$ cat src/rtl/mem_stage_pkg.sv
// Shared types and defaults for the MEM-stage sequencer and its MEM/WB register.
package mem_stage_pkg;

    localparam int DATA_W_DEF = 32;
    localparam int REG_W_DEF  = 5;
    localparam int WB_CTRL_W  = 2;

    typedef enum logic [1:0] {
        IDLE = 2'd0,
        REQ  = 2'd1,
        DONE = 2'd2
    } state_t;

endpackage

$ cat src/rtl/mem_wb_reg.sv
// MEM/WB pipeline register: load captures a full writeback record, bubble
// clears only the WB control so the remaining fields hold their last value.
module mem_wb_reg
    import mem_stage_pkg::*;
#(
    parameter int DATA_W = DATA_W_DEF,
    parameter int REG_W  = REG_W_DEF
) (
    input  logic                 clk,
    input  logic                 rst,
    input  logic                 load,
    input  logic                 bubble,
    input  logic [WB_CTRL_W-1:0] ctrl_wb_in,
    input  logic [DATA_W-1:0]    rdata_in,
    input  logic [DATA_W-1:0]    alu_result_in,
    input  logic [REG_W-1:0]     rd_in,
    output logic [WB_CTRL_W-1:0] ctrl_wb_out,
    output logic [DATA_W-1:0]    mem_rdata_out,
    output logic [DATA_W-1:0]    alu_result_out,
    output logic [REG_W-1:0]     rd_out
);

    logic [WB_CTRL_W-1:0] ctrl_wb_q, ctrl_wb_d;
    logic [DATA_W-1:0]    rdata_q, rdata_d;
    logic [DATA_W-1:0]    alu_q, alu_d;
    logic [REG_W-1:0]     rd_q, rd_d;

    always_comb begin
        ctrl_wb_d = ctrl_wb_q;
        rdata_d   = rdata_q;
        alu_d     = alu_q;
        rd_d      = rd_q;
        if (load) begin
            ctrl_wb_d = ctrl_wb_in;
            rdata_d   = rdata_in;
            alu_d     = alu_result_in;
            rd_d      = rd_in;
        end else if (bubble) begin
            ctrl_wb_d = '0;
        end
    end

    always_ff @(posedge clk) begin
        if (rst) begin
            ctrl_wb_q <= '0;
            rdata_q   <= '0;
            alu_q     <= '0;
            rd_q      <= '0;
        end else begin
            ctrl_wb_q <= ctrl_wb_d;
            rdata_q   <= rdata_d;
            alu_q     <= alu_d;
            rd_q      <= rd_d;
        end
    end

    assign ctrl_wb_out    = ctrl_wb_q;
    assign mem_rdata_out  = rdata_q;
    assign alu_result_out = alu_q;
    assign rd_out         = rd_q;

endmodule

$ cat src/rtl/mem_stage_ctrl.sv
// MEM-stage sequencer: drives a req/ack data memory, stalls upstream while busy
// and feeds MEM/WB. Define MEM_TIMEOUT_EN to add the REQ timeout and timeout_err.
module mem_stage_ctrl
    import mem_stage_pkg::*;
#(
    parameter int DATA_W = DATA_W_DEF,
    parameter int REG_W  = REG_W_DEF
`ifdef MEM_TIMEOUT_EN
    ,
    parameter int TIMEOUT_CYCLES = 64
`endif
) (
    input  logic                 clk,
    input  logic                 rst,
    input  logic [WB_CTRL_W-1:0] ctrl_wb_in,
    input  logic                 mem_read_in,
    input  logic                 mem_write_in,
    input  logic [DATA_W-1:0]    alu_result_in,
    input  logic [DATA_W-1:0]    wdata_in,
    input  logic [REG_W-1:0]     rd_in,
    output logic                 dmem_req,
    output logic                 dmem_we,
    output logic [DATA_W-1:0]    dmem_addr,
    output logic [DATA_W-1:0]    dmem_wdata,
    input  logic                 dmem_ack,
    input  logic [DATA_W-1:0]    dmem_rdata,
    output logic                 stall,
    output logic [WB_CTRL_W-1:0] ctrl_wb_out,
    output logic [DATA_W-1:0]    mem_rdata_out,
    output logic [DATA_W-1:0]    alu_result_out,
    output logic [REG_W-1:0]     rd_out
`ifdef MEM_TIMEOUT_EN
    ,
    output logic                 timeout_err
`endif
);

    state_t               state_q, state_d;
    logic                 req_q, req_d;
    logic                 we_q, we_d;
    logic [DATA_W-1:0]    addr_q, addr_d;
    logic [DATA_W-1:0]    wdata_q, wdata_d;
    logic [DATA_W-1:0]    rdata_q, rdata_d;
    logic                 wb_load, wb_bubble;
    logic [WB_CTRL_W-1:0] wb_ctrl;
    logic [DATA_W-1:0]    wb_rdata;
    logic                 access;

`ifdef MEM_TIMEOUT_EN
    localparam int CNT_W = $clog2(TIMEOUT_CYCLES + 1);
    localparam logic [CNT_W-1:0] CNT_LAST = CNT_W'(TIMEOUT_CYCLES - 1);
    logic [CNT_W-1:0] cnt_q, cnt_d;
    logic             kill_q, kill_d;
    logic             timeout_q, timeout_d;
`endif

    assign access = mem_read_in | mem_write_in;

    always_comb begin
        state_d   = state_q;
        req_d     = req_q;
        we_d      = we_q;
        addr_d    = addr_q;
        wdata_d   = wdata_q;
        rdata_d   = rdata_q;
        wb_load   = 1'b0;
        wb_bubble = 1'b0;
        wb_ctrl   = ctrl_wb_in;
        wb_rdata  = '0;
        stall     = 1'b0;
`ifdef MEM_TIMEOUT_EN
        cnt_d     = cnt_q;
        kill_d    = kill_q;
        timeout_d = timeout_q;
`endif
        unique case (state_q)
            IDLE: begin
                if (access) begin
                    stall     = 1'b1;
                    wb_bubble = 1'b1;
                    addr_d    = alu_result_in;
                    wdata_d   = wdata_in;
                    // Both read and write set is illegal; it resolves to a write.
                    we_d      = mem_write_in;
                    req_d     = 1'b1;
                    state_d   = REQ;
`ifdef MEM_TIMEOUT_EN
                    cnt_d     = '0;
                    kill_d    = 1'b0;
`endif
                end else begin
                    wb_load = 1'b1;
                end
            end
            REQ: begin
                stall     = 1'b1;
                wb_bubble = 1'b1;
                if (dmem_ack) begin
                    rdata_d = we_q ? '0 : dmem_rdata;
                    req_d   = 1'b0;
                    state_d = DONE;
                end
`ifdef MEM_TIMEOUT_EN
                else if (cnt_q == CNT_LAST) begin
                    timeout_d = 1'b1;
                    kill_d    = 1'b1;
                    rdata_d   = '0;
                    req_d     = 1'b0;
                    state_d   = DONE;
                end else begin
                    cnt_d = cnt_q + CNT_W'(1);
                end
`endif
            end
            DONE: begin
                // The EX/MEM op is still presented here; retire it without re-issuing.
                wb_load  = 1'b1;
                wb_rdata = rdata_q;
`ifdef MEM_TIMEOUT_EN
                if (kill_q) begin
                    wb_ctrl = '0;
                end
`endif
                state_d  = IDLE;
            end
            default: state_d = IDLE;
        endcase
    end

    always_ff @(posedge clk) begin
        if (rst) begin
            state_q   <= IDLE;
            req_q     <= 1'b0;
            we_q      <= 1'b0;
            addr_q    <= '0;
            wdata_q   <= '0;
            rdata_q   <= '0;
`ifdef MEM_TIMEOUT_EN
            cnt_q     <= '0;
            kill_q    <= 1'b0;
            timeout_q <= 1'b0;
`endif
        end else begin
            state_q   <= state_d;
            req_q     <= req_d;
            we_q      <= we_d;
            addr_q    <= addr_d;
            wdata_q   <= wdata_d;
            rdata_q   <= rdata_d;
`ifdef MEM_TIMEOUT_EN
            cnt_q     <= cnt_d;
            kill_q    <= kill_d;
            timeout_q <= timeout_d;
`endif
        end
    end

    assign dmem_req   = req_q;
    assign dmem_we    = we_q;
    assign dmem_addr  = addr_q;
    assign dmem_wdata = wdata_q;
`ifdef MEM_TIMEOUT_EN
    assign timeout_err = timeout_q;
`endif

    mem_wb_reg #(
        .DATA_W (DATA_W),
        .REG_W  (REG_W)
    ) u_mem_wb (
        .clk            (clk),
        .rst            (rst),
        .load           (wb_load),
        .bubble         (wb_bubble),
        .ctrl_wb_in     (wb_ctrl),
        .rdata_in       (wb_rdata),
        .alu_result_in  (alu_result_in),
        .rd_in          (rd_in),
        .ctrl_wb_out    (ctrl_wb_out),
        .mem_rdata_out  (mem_rdata_out),
        .alu_result_out (alu_result_out),
        .rd_out         (rd_out)
    );

endmodule

$ cat config.mk
export PLATFORM = sky130hd
export DESIGN_NAME = mem_stage_ctrl
export DESIGN_NICKNAME = d
export VERILOG_FILES = /design/src/rtl/mem_stage_pkg.sv /design/src/rtl/mem_wb_reg.sv /design/src/rtl/mem_stage_ctrl.sv
export SDC_FILE = /design/constraint.sdc
export NUM_CORES = 1
export LEC_CHECK = 0
export ABC_CLOCK_PERIOD_IN_PS = 1600
export CAP_MARGIN = 20
export CORE_MARGIN = 1.5
export CORE_UTILIZATION = 39
export CTS_BUF_LIST = sky130_fd_sc_hd__clkbuf_4 sky130_fd_sc_hd__clkbuf_8 sky130_fd_sc_hd__clkbuf_16
export DETAILED_ROUTE_END_ITERATION = 10
export GPL_TIMING_DRIVEN = 0
export PLACE_DENSITY_LB_ADDON = 0.3
export SLEW_MARGIN = 0
export SYNTH_ARGS = -nofsm -noshare
export SYNTH_HDL_FRONTEND = slang
export SYNTH_SLANG_ARGS = --single-unit
$ cat constraint.sdc
create_clock -name clk -period 1.6 [get_ports clk]
set_clock_uncertainty 0.15 [all_clocks]
set_input_delay 0.32 -clock clk [delete_from_list [all_inputs] [get_ports clk]]
set_output_delay 0.32 -clock clk [all_outputs]
set_load 0.02 [all_outputs]
==> summary.md <==
| Metric | Value |
|---|---|
| Outcome | `finished with violations` |
| Violated checks | `setup timing` |
| Layout cell share with drive strength beyond 1 | `20.3%` |
| Nets@finish | `1019` |
| Max-slew violations | `0` |
| Routed WL | `19500 µm` |
| Die height | `129 µm` |
| Routed via count | `5938` |
| Critical Path RT | `1130 ps` |
| Maximum fanout along the worst path | `5` |
| Crit-path most repeated cell | `buf_6` |
| Top achievable clock speed | `618 MHz` |
| Register bit total from synthesis | `171` |
| Clock H-tree levels | `4` |
| Inserted Clock Buffers | `17` |
| Period utilisation layout | `101%` |
| Commonest cells post-synth | `dfxtp_1, a21oi_1, nand3_1` |
| Cell leakage power | `0.00401 µW` |
| Most common cell in the netlist | `dfxtp_1` |
| Maximum vdd drop | `750 µV` |
| Worst-path clk slew | `60 ps` |
| Initial antenna violation count | `0` |
| Main area contributors after synthesis | `dfxtp_1, a22o_1, a21oi_1` |
| Design Area, Final | `0.00963 mm²` |
| Sink Count | `171` |
| Die Area | `0.0166 mm²` |
| Pin count of the biggest net entering global routing | `17` |
| Distinct cells, synth | `26` |
| Worst Setup End Kind | `output port` |
| CTS Root Cell | `clkbuf_16` |
| Global placement routability congestion | `0.820` |
| Number of DRC markers in iteration 0 | `302` |
| DRT antenna net count | `0` |
| Buf/Inv on CP | `2` |
| Post-Synth Simple-Gate Area | `10.7%` |
| DRC viols | `0` |
| Core area | `0.0154 mm²` |
| XOR/XNOR Fraction of Synth Area | `0%` |
| First-pass GRT wire length | `29900 µm` |
| All-Layer GR Usage | `23.2%` |
| Drt wl/cell | `17.1 µm` |
| Row count | `45` |
| Worst-Margin Slew | `592 ps` |
| Crit path time final | `1620 ps` |
| CP startpoint kind | `register` |
| Cell count after synthesis | `638` |
| IO Count | `246` |
| Layout area overhead | `55.5%` |
| Number of diodes | `0` |
| Top_reg_cell synth | `dfxtp_1` |
| Vias in the first global route | `5614` |
| Adder and majority gate portion of the synthesized area | `0%` |
| # Max-Cap Violations | `0` |
| Worst path slowest cell | `dfxtp_2` |
| Unrepaired setup endpoints after global routing | `true` |
| Max incr delay on CP | `330 ps` |
| Multiplexer share of the synthesized area | `0%` |
| CTS tree | `done` |
| Clock Latency Late Sink | `420 ps` |
| DP HPWL | `13800 µm` |
| Slew HR | `60.5%` |
| Leading area contributor after synthesis | `dfxtp_1` |
| Critical path arrival | `1150 ps` |
| Worst Hold Class | `input pin to register` |
| Fin worst setup slack | `-18.1 ps` |
| Via density | `5.23` |
| Syn Nets | `746` |
| Final Hold Viols | `0` |
| Yosys top cell area share | `55.3%` |
| Placed cell areas | `0.00891 mm²` |
| CTS max path bufs | `2` |
| Post-synth EDFFs | `0` |
| Syn. warnings | `0` |
| Starting density of the core | `40.3%` |
| Post-synth ARST share | `0%` |
| Grt ovf | `0` |
| Seq/Total Area, Yosys | `55.3%` |
| Combinational family with the most area after synthesis | `compound AO/OA/AOI/OAI gates` |
| Post-synthesis compound-gate area fraction | `28.6%` |
| TritonRoute pass-1 iters | `4` |
| Setup-failing EPs final | `1` |
| CP cell instances | `buf_6 -> nor2_4 -> nor2_2 -> buf_6` |
| Avg Cell Area, Syn | `9.71 µm²` |
| Post-Syn Area | `0.00619 mm²` |
| Cell Pwr Density | `1070 mW/mm²` |
| Family with the most delay on the worst path | `flip-flops` |
| Die width | `129 µm` |
| Number of port buffers | `245` |
| Crit path kind | `register to output port` |
| Pre-CTS setup slack | `-822 ps` |
state kept, by name (all words and copies together) (netlist names):
register                 count
rdata_q                     32
state_q                      2
u_mem_wb.ctrl_wb_out         2
dmem_we                      1
dmem_wdata                  32
u_mem_wb.mem_rdata_out      32
u_mem_wb.rd_out              5
u_mem_wb.alu_result_out     32
dmem_req                     1
dmem_addr                   32
report_power, final:
part           total, µW  internal, µW  switching, µW
combinational       1760           808            952
clock               3940          2230           1710
sequential          4610          4490            124
path summary, 6_finish.rpt:
| kind | start | to | slack (ps) | cells after the start |
|---|---|---|---|---|
| max | state_q[0] | stall | -20 | 4 |
| min | mem_write_in | dmem_we | 50 | 3 |
| max reg2reg | state_q[1] | dmem_wdata[4] | 10 | 6 |
| min reg2reg | dmem_wdata[11] | dmem_wdata[11] | 310 | 2 |
layer usage:
layer	global-route usage [%]	wire, µm
met5	0	0
met4	9.45	519
met3	9.44	1820
met2	36.9	8970
met1	27.8	8150
worst reg2reg max path: stages, from the launching register on:
cell      delay [ps]
dfxtp_1          300
buf_4            160
or2_2            320
buf_6            160
clkbuf_8         170
o21ai_0          150
a21oi_1           80
logic make-up (layout without fill, tap and decap cells):
kind of cell | after synthesis | after routing
compound gates | 274 | 274
flops | 171 | 171
simple gates | 119 | 119
buf+inv | 74 | 360
stage by stage:
stage | total power, µW | util (%) | hold slack (ps) | setup TNS [ps] | std cells
floorplan | 5540 | - | 286 | 0 | 638
global placement | 6430 | 58.0 | 296 | -102290 | 1094
detailed placement | 6440 | 58.0 | 303 | -101430 | 1094
CTS | 10300 | 61.6 | 198 | -1060 | 1125
global route | 10700 | 62.6 | 51.7 | -1800 | 1135
finish | 10300 | 62.6 | 45.3 | -18.1 | 1135
layout make-up:
| type | count | area (µm²) |
|---|---|---|
| clock inverters | 13 | 115 |
| flip-flops and latches | 171 | 3420 |
| fillers | 1353 | 5740 |
| clock buffers | 19 | 453 |
| multi-input cells | 393 | 2510 |
| inverters | 4 | 15.0 |
| plain buffers | 68 | 479 |
| repair buffers | 256 | 2370 |
| well taps | 211 | 264 |
cells in the final DEF (no fill, tap or decap), types with 9 or more instances in the layout:
cell | netlist | layout
buf_2 | 29 | 9
o21ai_0 | 54 | 18
dfxtp_1 | 171 | 170
o21ai_2 | 0 | 9
clkbuf_2 | 1 | 36
o21ai_1 | 12 | 39
nand3_1 | 68 | 68
buf_4 | 6 | 31
nand2b_1 | 36 | 36
a31o_2 | 36 | 36
dlygate4sd2_1 | 0 | 48
a22o_1 | 64 | 64
clkdlybuf4s50_1 | 0 | 105
clkbuf_16 | 0 | 17
clkbuf_1 | 34 | 9
a21oi_1 | 103 | 103
clkdlybuf4s15_1 | 0 | 65
timing repair:
item / CTS / global route
resized for setup: 238 / 169
hold buffers: 0 / 0
buffers inserted: 1 / 9
gates cloned: 0 / 1
endpoints found under the setup margin: 304 / 201
pin swaps: 0 / 7
Power figures use the tool's default switching activity.
